### src/rtl/soc_pkg.sv
// Shared SoC constants, register-index type and the fetch-stage instruction payload.
package soc_pkg;

    localparam int unsigned XLEN   = 64;
    localparam int unsigned REG_AW = 5;
    localparam int unsigned CTRL_W = 16;
    localparam int unsigned PERF_W = 32;

    typedef logic [REG_AW-1:0] reg_idx_t;

    localparam reg_idx_t REG_ZERO = REG_AW'(0);

    typedef struct packed {
        logic [XLEN-1:0]   pc;
        logic [XLEN-1:0]   imm;
        logic [CTRL_W-1:0] ctrl;
        reg_idx_t          rd;
        reg_idx_t          rs1;
        reg_idx_t          rs2;
    } fetch_instr_t;

    // A writeback collides with a read when it targets the same non-zero register.
    function automatic logic bypass_hit(input logic     we,
                                        input reg_idx_t wb_rd,
                                        input reg_idx_t rd_idx);
        return we && (wb_rd != REG_ZERO) && (wb_rd == rd_idx);
    endfunction

endpackage

### src/rtl/operand_fetch_if.sv
// Bundle of handshake, register-file and writeback signals around the operand-fetch stage.
// OPERAND_FETCH_PERF_EN adds the two performance counter outputs.
interface operand_fetch_if;
    import soc_pkg::*;

    logic              in_valid;
    logic              in_ready;
    logic [XLEN-1:0]   in_pc;
    reg_idx_t          in_rs1;
    reg_idx_t          in_rs2;
    reg_idx_t          in_rd;
    logic [XLEN-1:0]   in_imm;
    logic [CTRL_W-1:0] in_ctrl;

    reg_idx_t          rf_rs1;
    reg_idx_t          rf_rs2;
    logic [XLEN-1:0]   rf_data1;
    logic [XLEN-1:0]   rf_data2;

    logic              wb_we;
    reg_idx_t          wb_rd;
    logic [XLEN-1:0]   wb_data;
    logic              flush;

    logic              out_valid;
    logic              out_ready;
    logic [XLEN-1:0]   out_pc;
    reg_idx_t          out_rd;
    logic [XLEN-1:0]   out_imm;
    logic [CTRL_W-1:0] out_ctrl;
    logic [XLEN-1:0]   out_rs1_val;
    logic [XLEN-1:0]   out_rs2_val;

`ifdef OPERAND_FETCH_PERF_EN
    logic [PERF_W-1:0] perf_stall_cnt;
    logic [PERF_W-1:0] perf_byp_cnt;
`endif

    modport slave (
        input  in_valid, in_pc, in_rs1, in_rs2, in_rd, in_imm, in_ctrl,
        input  rf_data1, rf_data2, wb_we, wb_rd, wb_data, flush, out_ready,
        output in_ready, rf_rs1, rf_rs2,
        output out_valid, out_pc, out_rd, out_imm, out_ctrl, out_rs1_val, out_rs2_val
`ifdef OPERAND_FETCH_PERF_EN
        , output perf_stall_cnt, perf_byp_cnt
`endif
    );

    modport master (
        output in_valid, in_pc, in_rs1, in_rs2, in_rd, in_imm, in_ctrl,
        output rf_data1, rf_data2, wb_we, wb_rd, wb_data, flush, out_ready,
        input  in_ready, rf_rs1, rf_rs2,
        input  out_valid, out_pc, out_rd, out_imm, out_ctrl, out_rs1_val, out_rs2_val
`ifdef OPERAND_FETCH_PERF_EN
        , input perf_stall_cnt, perf_byp_cnt
`endif
    );

endinterface

### src/rtl/opfetch_bypass.sv
// Per-operand writeback bypass: remembers a write that the file's read on the same edge
// missed, forces register 0 to zero and selects the final operand value.
module opfetch_bypass
    import soc_pkg::*;
(
    input  logic            clk,
    input  logic            resetn,
    input  reg_idx_t        rd_idx_i,
    input  reg_idx_t        held_idx_i,
    input  logic            wb_we_i,
    input  reg_idx_t        wb_rd_i,
    input  logic [XLEN-1:0] wb_data_i,
    input  logic [XLEN-1:0] rf_data_i,
    output logic            byp_v_o,
    output logic [XLEN-1:0] operand_o
);

    logic            byp_hit_q, byp_hit_d;
    logic [XLEN-1:0] byp_data_q, byp_data_d;

    // Re-evaluated every edge against whatever index the file is reading this cycle.
    always_comb begin
        byp_hit_d  = bypass_hit(wb_we_i, wb_rd_i, rd_idx_i);
        byp_data_d = wb_data_i;
    end

    always_ff @(posedge clk or negedge resetn) begin
        if (!resetn) begin
            byp_hit_q  <= 1'b0;
            byp_data_q <= '0;
        end else begin
            byp_hit_q  <= byp_hit_d;
            byp_data_q <= byp_data_d;
        end
    end

    always_comb begin
        operand_o = rf_data_i;
        if (held_idx_i == REG_ZERO) begin
            operand_o = '0;
        end else if (byp_hit_q) begin
            operand_o = byp_data_q;
        end
    end

    assign byp_v_o = byp_hit_q;

endmodule

### src/rtl/operand_fetch.sv
// Operand-fetch stage in front of the synchronous-read register file: one-entry holding
// register, read-index steering and writeback bypass. OPERAND_FETCH_PERF_EN adds counters.
module operand_fetch
    import soc_pkg::*;
(
    input  logic           clk,
    input  logic           resetn,
    operand_fetch_if.slave opf
);

    typedef enum logic {
        ST_EMPTY = 1'b0,
        ST_FULL  = 1'b1
    } state_e;

    state_e       state_q, state_d;
    fetch_instr_t held_q, held_d;
    fetch_instr_t incoming_c;
    logic         in_ready_c;
    logic         accept_c;
    logic         xfer_c;
    reg_idx_t     rf_rs1_c, rf_rs2_c;
    logic         byp1_v, byp2_v;

    always_comb begin
        incoming_c      = '0;
        incoming_c.pc   = opf.in_pc;
        incoming_c.imm  = opf.in_imm;
        incoming_c.ctrl = opf.in_ctrl;
        incoming_c.rd   = opf.in_rd;
        incoming_c.rs1  = opf.in_rs1;
        incoming_c.rs2  = opf.in_rs2;
    end

    // Handshake and holding-register control; flush wins over any accept or transfer.
    always_comb begin
        state_d    = state_q;
        held_d     = held_q;
        in_ready_c = (state_q == ST_EMPTY) || opf.out_ready;
        accept_c   = opf.in_valid && in_ready_c;
        xfer_c     = (state_q == ST_FULL) && opf.out_ready;
        case (state_q)
            ST_EMPTY: if (accept_c)             state_d = ST_FULL;
            ST_FULL:  if (xfer_c && !accept_c)  state_d = ST_EMPTY;
            default:                            state_d = ST_EMPTY;
        endcase
        if (accept_c) begin
            held_d = incoming_c;
        end
        if (opf.flush) begin
            state_d = ST_EMPTY;
        end
    end

    always_ff @(posedge clk or negedge resetn) begin
        if (!resetn) begin
            state_q <= ST_EMPTY;
            held_q  <= '0;
        end else begin
            state_q <= state_d;
            held_q  <= held_d;
        end
    end

    // Stalled instructions keep re-reading their own sources so the file tracks commits.
    always_comb begin
        rf_rs1_c = held_q.rs1;
        rf_rs2_c = held_q.rs2;
        if (accept_c) begin
            rf_rs1_c = opf.in_rs1;
            rf_rs2_c = opf.in_rs2;
        end
    end

    opfetch_bypass u_byp1 (
        .clk       (clk),
        .resetn    (resetn),
        .rd_idx_i  (rf_rs1_c),
        .held_idx_i(held_q.rs1),
        .wb_we_i   (opf.wb_we),
        .wb_rd_i   (opf.wb_rd),
        .wb_data_i (opf.wb_data),
        .rf_data_i (opf.rf_data1),
        .byp_v_o   (byp1_v),
        .operand_o (opf.out_rs1_val)
    );

    opfetch_bypass u_byp2 (
        .clk       (clk),
        .resetn    (resetn),
        .rd_idx_i  (rf_rs2_c),
        .held_idx_i(held_q.rs2),
        .wb_we_i   (opf.wb_we),
        .wb_rd_i   (opf.wb_rd),
        .wb_data_i (opf.wb_data),
        .rf_data_i (opf.rf_data2),
        .byp_v_o   (byp2_v),
        .operand_o (opf.out_rs2_val)
    );

    assign opf.in_ready  = in_ready_c;
    assign opf.rf_rs1    = rf_rs1_c;
    assign opf.rf_rs2    = rf_rs2_c;
    assign opf.out_valid = (state_q == ST_FULL);
    assign opf.out_pc    = held_q.pc;
    assign opf.out_rd    = held_q.rd;
    assign opf.out_imm   = held_q.imm;
    assign opf.out_ctrl  = held_q.ctrl;

`ifdef OPERAND_FETCH_PERF_EN
    logic [PERF_W-1:0] perf_stall_q, perf_stall_d;
    logic [PERF_W-1:0] perf_byp_q, perf_byp_d;

    // Free-running, wrapping counters; flush does not touch them.
    always_comb begin
        perf_stall_d = perf_stall_q;
        perf_byp_d   = perf_byp_q;
        if ((state_q == ST_FULL) && !opf.out_ready) begin
            perf_stall_d = perf_stall_q + PERF_W'(1);
        end
        if (xfer_c && (byp1_v || byp2_v)) begin
            perf_byp_d = perf_byp_q + PERF_W'(1);
        end
    end

    always_ff @(posedge clk or negedge resetn) begin
        if (!resetn) begin
            perf_stall_q <= '0;
            perf_byp_q   <= '0;
        end else begin
            perf_stall_q <= perf_stall_d;
            perf_byp_q   <= perf_byp_d;
        end
    end

    assign opf.perf_stall_cnt = perf_stall_q;
    assign opf.perf_byp_cnt   = perf_byp_q;
`else
    logic unused_byp_flags;
    assign unused_byp_flags = byp1_v ^ byp2_v;
`endif

endmodule

### src/flat_wrapper.sv
// flat-port wrapper written by rule: the top's interface ports become plain ports
module operand_fetch_flat import soc_pkg::*;
  (clk, resetn, opf_in_valid, opf_in_pc, opf_in_rs1, opf_in_rs2, opf_in_rd, opf_in_imm, opf_in_ctrl, opf_rf_data1, opf_rf_data2, opf_wb_we, opf_wb_rd, opf_wb_data, opf_flush, opf_out_ready, opf_in_ready, opf_rf_rs1, opf_rf_rs2, opf_out_valid, opf_out_pc, opf_out_rd, opf_out_imm, opf_out_ctrl, opf_out_rs1_val, opf_out_rs2_val);
  operand_fetch_if opf_i ();
  input  logic clk;
  input  logic resetn;
  input wire logic [$bits(opf_i.in_valid)-1:0] opf_in_valid;
  input wire logic [$bits(opf_i.in_pc)-1:0] opf_in_pc;
  input wire logic [$bits(opf_i.in_rs1)-1:0] opf_in_rs1;
  input wire logic [$bits(opf_i.in_rs2)-1:0] opf_in_rs2;
  input wire logic [$bits(opf_i.in_rd)-1:0] opf_in_rd;
  input wire logic [$bits(opf_i.in_imm)-1:0] opf_in_imm;
  input wire logic [$bits(opf_i.in_ctrl)-1:0] opf_in_ctrl;
  input wire logic [$bits(opf_i.rf_data1)-1:0] opf_rf_data1;
  input wire logic [$bits(opf_i.rf_data2)-1:0] opf_rf_data2;
  input wire logic [$bits(opf_i.wb_we)-1:0] opf_wb_we;
  input wire logic [$bits(opf_i.wb_rd)-1:0] opf_wb_rd;
  input wire logic [$bits(opf_i.wb_data)-1:0] opf_wb_data;
  input wire logic [$bits(opf_i.flush)-1:0] opf_flush;
  input wire logic [$bits(opf_i.out_ready)-1:0] opf_out_ready;
  output wire logic [$bits(opf_i.in_ready)-1:0] opf_in_ready;
  output wire logic [$bits(opf_i.rf_rs1)-1:0] opf_rf_rs1;
  output wire logic [$bits(opf_i.rf_rs2)-1:0] opf_rf_rs2;
  output wire logic [$bits(opf_i.out_valid)-1:0] opf_out_valid;
  output wire logic [$bits(opf_i.out_pc)-1:0] opf_out_pc;
  output wire logic [$bits(opf_i.out_rd)-1:0] opf_out_rd;
  output wire logic [$bits(opf_i.out_imm)-1:0] opf_out_imm;
  output wire logic [$bits(opf_i.out_ctrl)-1:0] opf_out_ctrl;
  output wire logic [$bits(opf_i.out_rs1_val)-1:0] opf_out_rs1_val;
  output wire logic [$bits(opf_i.out_rs2_val)-1:0] opf_out_rs2_val;
  assign opf_i.in_valid = opf_in_valid;
  assign opf_i.in_pc = opf_in_pc;
  assign opf_i.in_rs1 = opf_in_rs1;
  assign opf_i.in_rs2 = opf_in_rs2;
  assign opf_i.in_rd = opf_in_rd;
  assign opf_i.in_imm = opf_in_imm;
  assign opf_i.in_ctrl = opf_in_ctrl;
  assign opf_i.rf_data1 = opf_rf_data1;
  assign opf_i.rf_data2 = opf_rf_data2;
  assign opf_i.wb_we = opf_wb_we;
  assign opf_i.wb_rd = opf_wb_rd;
  assign opf_i.wb_data = opf_wb_data;
  assign opf_i.flush = opf_flush;
  assign opf_i.out_ready = opf_out_ready;
  assign opf_in_ready = opf_i.in_ready;
  assign opf_rf_rs1 = opf_i.rf_rs1;
  assign opf_rf_rs2 = opf_i.rf_rs2;
  assign opf_out_valid = opf_i.out_valid;
  assign opf_out_pc = opf_i.out_pc;
  assign opf_out_rd = opf_i.out_rd;
  assign opf_out_imm = opf_i.out_imm;
  assign opf_out_ctrl = opf_i.out_ctrl;
  assign opf_out_rs1_val = opf_i.out_rs1_val;
  assign opf_out_rs2_val = opf_i.out_rs2_val;
  operand_fetch u_core (.clk(clk), .resetn(resetn), .opf(opf_i));
endmodule
### config.mk
export PLATFORM = sky130hd
export DESIGN_NAME = operand_fetch_flat
export DESIGN_NICKNAME = d
export VERILOG_FILES = /design/src/rtl/soc_pkg.sv /design/src/rtl/operand_fetch_if.sv /design/src/rtl/opfetch_bypass.sv /design/src/rtl/operand_fetch.sv /design/src/flat_wrapper.sv
export SDC_FILE = /design/constraint.sdc
export NUM_CORES = 1
export LEC_CHECK = 0
export CAP_MARGIN = 30
export CORE_AREA = 2 2 257 259
export CTS_BUF_LIST = sky130_fd_sc_hd__clkbuf_4
export CTS_CLUSTER_DIAMETER = 50
export DETAILED_ROUTE_END_ITERATION = 8
export DIE_AREA = 0 0 259 261
export GPL_TIMING_DRIVEN = 0
export PLACE_DENSITY_LB_ADDON = 0.12
export SLEW_MARGIN = 20
export SYNTH_ARGS = -nofsm -noshare
export SYNTH_HDL_FRONTEND = slang
export SYNTH_SLANG_ARGS = --single-unit
### constraint.sdc
create_clock -name clk -period 4.62 [get_ports clk]
set_input_delay 1.386 -clock clk [delete_from_list [all_inputs] [get_ports clk]]
set_output_delay 1.386 -clock clk [all_outputs]
set_load 0.02 [all_outputs]
==> reports/metrics.yaml <==
status:
  status: "finished clean"
floorplan:
  die-area_mm2: 0.06760
  die_w_um: 259
  rows: 94
  die-height_um: 261
  start_util: 0.1690
  io_pins: 651
  core_mm2: 0.06504
critical_path:
  path_depth: 5
  start_kind: "input pin"
  cp.required_ns: 3.23
  crit_chain: "clkdlybuf4s50_1 -> nand2b_4 -> nand2_8 -> mux2_4 -> clkdlybuf4s50_1"
  cpMostUsedCell: "clkdlybuf4s50_1"
  arrival_ns: 3.11
  cp_top_family: "buffers and inverters"
  cp_num_buf_inv: 2
  r2r-start: "u_core.opf.out_valid"
  worst_path_largest_cell_delay_ns: 0.58
  rrSetupSlack_ns: 2.94
  ff2ff_path_depth: 5
  timing.rr.end: "u_core.opf.out_pc[63]"
  cp_slowest_cell: "clkdlybuf4s50_1"
  crit_end: "opf_rf_rs1[0]"
  criticalPathCategory: "input pin to output pin"
  crit_path_start: "opf_out_ready"
  endpoint_kind: "output pin"
  cp_max_fo: 9
global_route:
  track_usage: 0.1397
  grt_overflow: 0
  grt_pass1_vias: 10170
  antenna_found_initial: 22
  grt_pass1_wl_um: 68630
  grt_max_degree: 82
layout:
  nets: 1977
  final_cells: 2541
  area_growth_pct: 79.39
  drive_above_1_share: 0.3004
clocking:
  clock_latency_ns: 0.80
  path_clk_slew_ns: 0.05
  tritoncts: "done"
  htree_num_levels: 3
  cts_buffer_depth: 3
  cts_root_buf: "clkbuf_4"
  numCtsBuffers: 79
  cts.sink_count: 226
yosys:
  synth_compound_area_frac: 0.005351
  synth_simple_gate_area_frac: 0.05408
  ys_types: 28
  synth.area.mux_share: 0.2899
  synth_top_family_by_area: "multiplexers"
  synth_adder_area_share: 0
  ys_ff_latch: 226
  syn_inst: 879
  syn-num-nets: 1241
  seq_area_frac_synth: 0.5146
  synthXorXnorAreaFrac: 0.007173
  syn_area_per_cell_um2: 12.50
  syn_area_mm2: 0.01099
  yosys_warnings: 0
hold_path:
  min_path_cells: 1
  hold_class: "flop to flop"
placed_design:
  gp_congestion: 0.8469
  portBuffers: 650
  hpwl_um: 38010
  place_inst: 2395
  pre_cts_slack_ns: -0.7771
timing:
  timing.fmax_mhz: 222.5
  finalSetupViolCount: 0
  hold_ws_ns: 0.5022
  rsz0062_at_grt: "false"
  slew_headroom: 0.6169
  finalCritPeriodShare: 0.9728
  hold_viol: 0
  period_needed_ns: 4.494
  slew_violations: 0
  final.setup.tns_ns: 0
  tightest_slew_ns: 0.5746
  clock_skew_ns: 0.05786
  setup_slack_ns: 0.1258
routing:
  drc: 0
  wl_per_cell_um: 19.19
  firstDrtPassIters: 4
  drt-total-wl_um: 48760
  postRouteAntennaNets: 0
  vias_per_cell: 3.712
  via_count: 9433
  dr.first_iter.drc_count: 234
pwr:
  leakage_nw: 8.124
  powerDensity_mw_per_mm2: 330.3
  ir_drop_mv: 0.1874
run:
  cap_violations: 0
## layout make-up
| type | count | area (um2) |
|---|---|---|
| Antenna cell | 9 | 22.52 |
| Multi-Input combinational cell | 454 | 3926 |
| Buffer | 192 | 1408 |
| Clock buffer | 122 | 915.9 |
| Inverter | 6 | 22.52 |
| Timing Repair Buffer | 656 | 6610 |
| Fill cell | 6808 | 45330 |
| Tap cell | 864 | 1081 |
| Sequential cell | 226 | 5655 |
| Clock inverter | 12 | 72.57 |
## kinds of logic after synthesis
group / count (synthesis)
AO/OA/AOI/OAI: 9
XOR/XNOR: 9
buffers and inverters: 199
flip-flops: 226
multiplexers: 297
AND/OR/NAND/NOR: 139
## synth_stat cells
| cell type | number | area, um2 |
|---|---|---|
| a211o_1 | 1 | 8.760 |
| a21oi_1 | 3 | 15.01 |
| a221oi_1 | 1 | 8.760 |
| a22oi_1 | 1 | 7.510 |
| and3_1 | 1 | 6.260 |
| buf_2 | 31 | 155.2 |
| buf_4 | 156 | 1171 |
| buf_6 | 6 | 67.56 |
| dfrtp_1 | 226 | 5655 |
| inv_1 | 6 | 22.52 |
| mux2_2 | 166 | 1869 |
| mux2_4 | 1 | 15.01 |
| mux2i_1 | 130 | 1301 |
| nand2_4 | 1 | 11.26 |
| nand2b_4 | 1 | 13.76 |
| nor2_1 | 128 | 480.5 |
| nor2_4 | 1 | 11.26 |
| nor2_8 | 1 | 20.02 |
| nor2b_1 | 1 | 6.260 |
| nor4_1 | 1 | 6.260 |
| nor4_2 | 1 | 12.51 |
| o21ai_0 | 1 | 5.000 |
| o21bai_1 | 1 | 7.510 |
| o22ai_1 | 1 | 6.260 |
| or4_1 | 2 | 15.01 |
| or4_4 | 1 | 11.26 |
| xnor2_1 | 3 | 26.28 |
| xor2_1 | 6 | 52.55 |
## how the worst min path moves through the flow
stage | to | slack, ns | start
5_1_grt | u_core.opf.out_ctrl[6] | 0.46 | resetn
6_report | u_core.opf.out_pc[0] | 0.50 | u_core.opf.out_pc[0]
2_1_floorplan | u_core.opf.out_ctrl[0] | 0.48 | u_core.opf.out_ctrl[0]
3_5_place_dp | u_core.opf.out_ctrl[13] | 0.49 | u_core.opf.out_ctrl[13]
3_3_place_gp | u_core.opf.out_imm[56] | 0.49 | u_core.opf.out_imm[56]
4_1_cts | u_core.held_q[4] | 0.44 | resetn
## where the power goes
group          leakage [nW]  switching (mW)  total, mW  internal [mW]
registers              2.65           0.107       2.29           2.18
clock network         0.589            1.02       2.22           1.19
logic                  4.89           0.852       2.00           1.15
total                  8.12            1.98       6.51           4.53
## flip-flops by register name (all words and copies together), names as in the netlist
signal / flops
u_core.held_q: 10
u_core.opf.out_ctrl: 16
u_core.opf.out_imm: 64
u_core.opf.out_pc: 64
u_core.opf.out_rd: 5
u_core.opf.out_valid: 1
u_core.u_byp1.byp_data_q: 64
u_core.u_byp1.byp_v_o: 1
u_core.u_byp2.byp_v_o: 1
## repair_timing
action	in CTS	in global routing
setup endpoints to repair	39	9
hold buffers	0	0
buffers inserted	2	2
resized for setup	13	4
pin swaps	1	1
## layer usage
metal | wire (um) | up-vias | GRT usage
met5 | 129 | - | 0
met4 | 1405 | 22 | 0.05652
met3 | 5693 | 109 | 0.07627
met2 | 24310 | 450 | 0.2406
met1 | 17220 | 4514 | 0.1406
li1 | - | 4338 | -
## per-stage QoR
step | instance area, um2 | utilization | total power [mW]
2_1_floorplan | 10990 | - | 3.272
3_3_place_gp | 18580 | 0.2856 | 4.351
3_5_place_dp | 18640 | 0.2865 | 4.358
4_1_cts | 19660 | 0.3022 | 6.701
5_1_grt | 19710 | 0.3031 | 6.934
6_report | 19710 | 0.3031 | 6.511
## layout by cell type, fill, tap and decap left out, types with 2 or more instances in the layout
| cell type | n |
|---|---|
| inv_6 | 3 |
| mux2_2 | 166 |
| inv_1 | 6 |
| clkinvlp_4 | 2 |
| xnor2_1 | 3 |
| buf_16 | 2 |
| nor2_1 | 128 |
| diode_2 | 9 |
| clkdlybuf4s50_1 | 640 |
| buf_2 | 29 |
| mux2i_1 | 130 |
| clkbuf_4 | 122 |
| xor2_1 | 6 |
| or4_1 | 2 |
| clkinv_1 | 6 |
| dlygate4sd2_1 | 7 |
| buf_4 | 157 |
| a21oi_1 | 3 |
| buf_12 | 3 |
| buf_6 | 7 |
| dfrtp_1 | 226 |
Note: power is estimated with default switching activity, not from simulation.
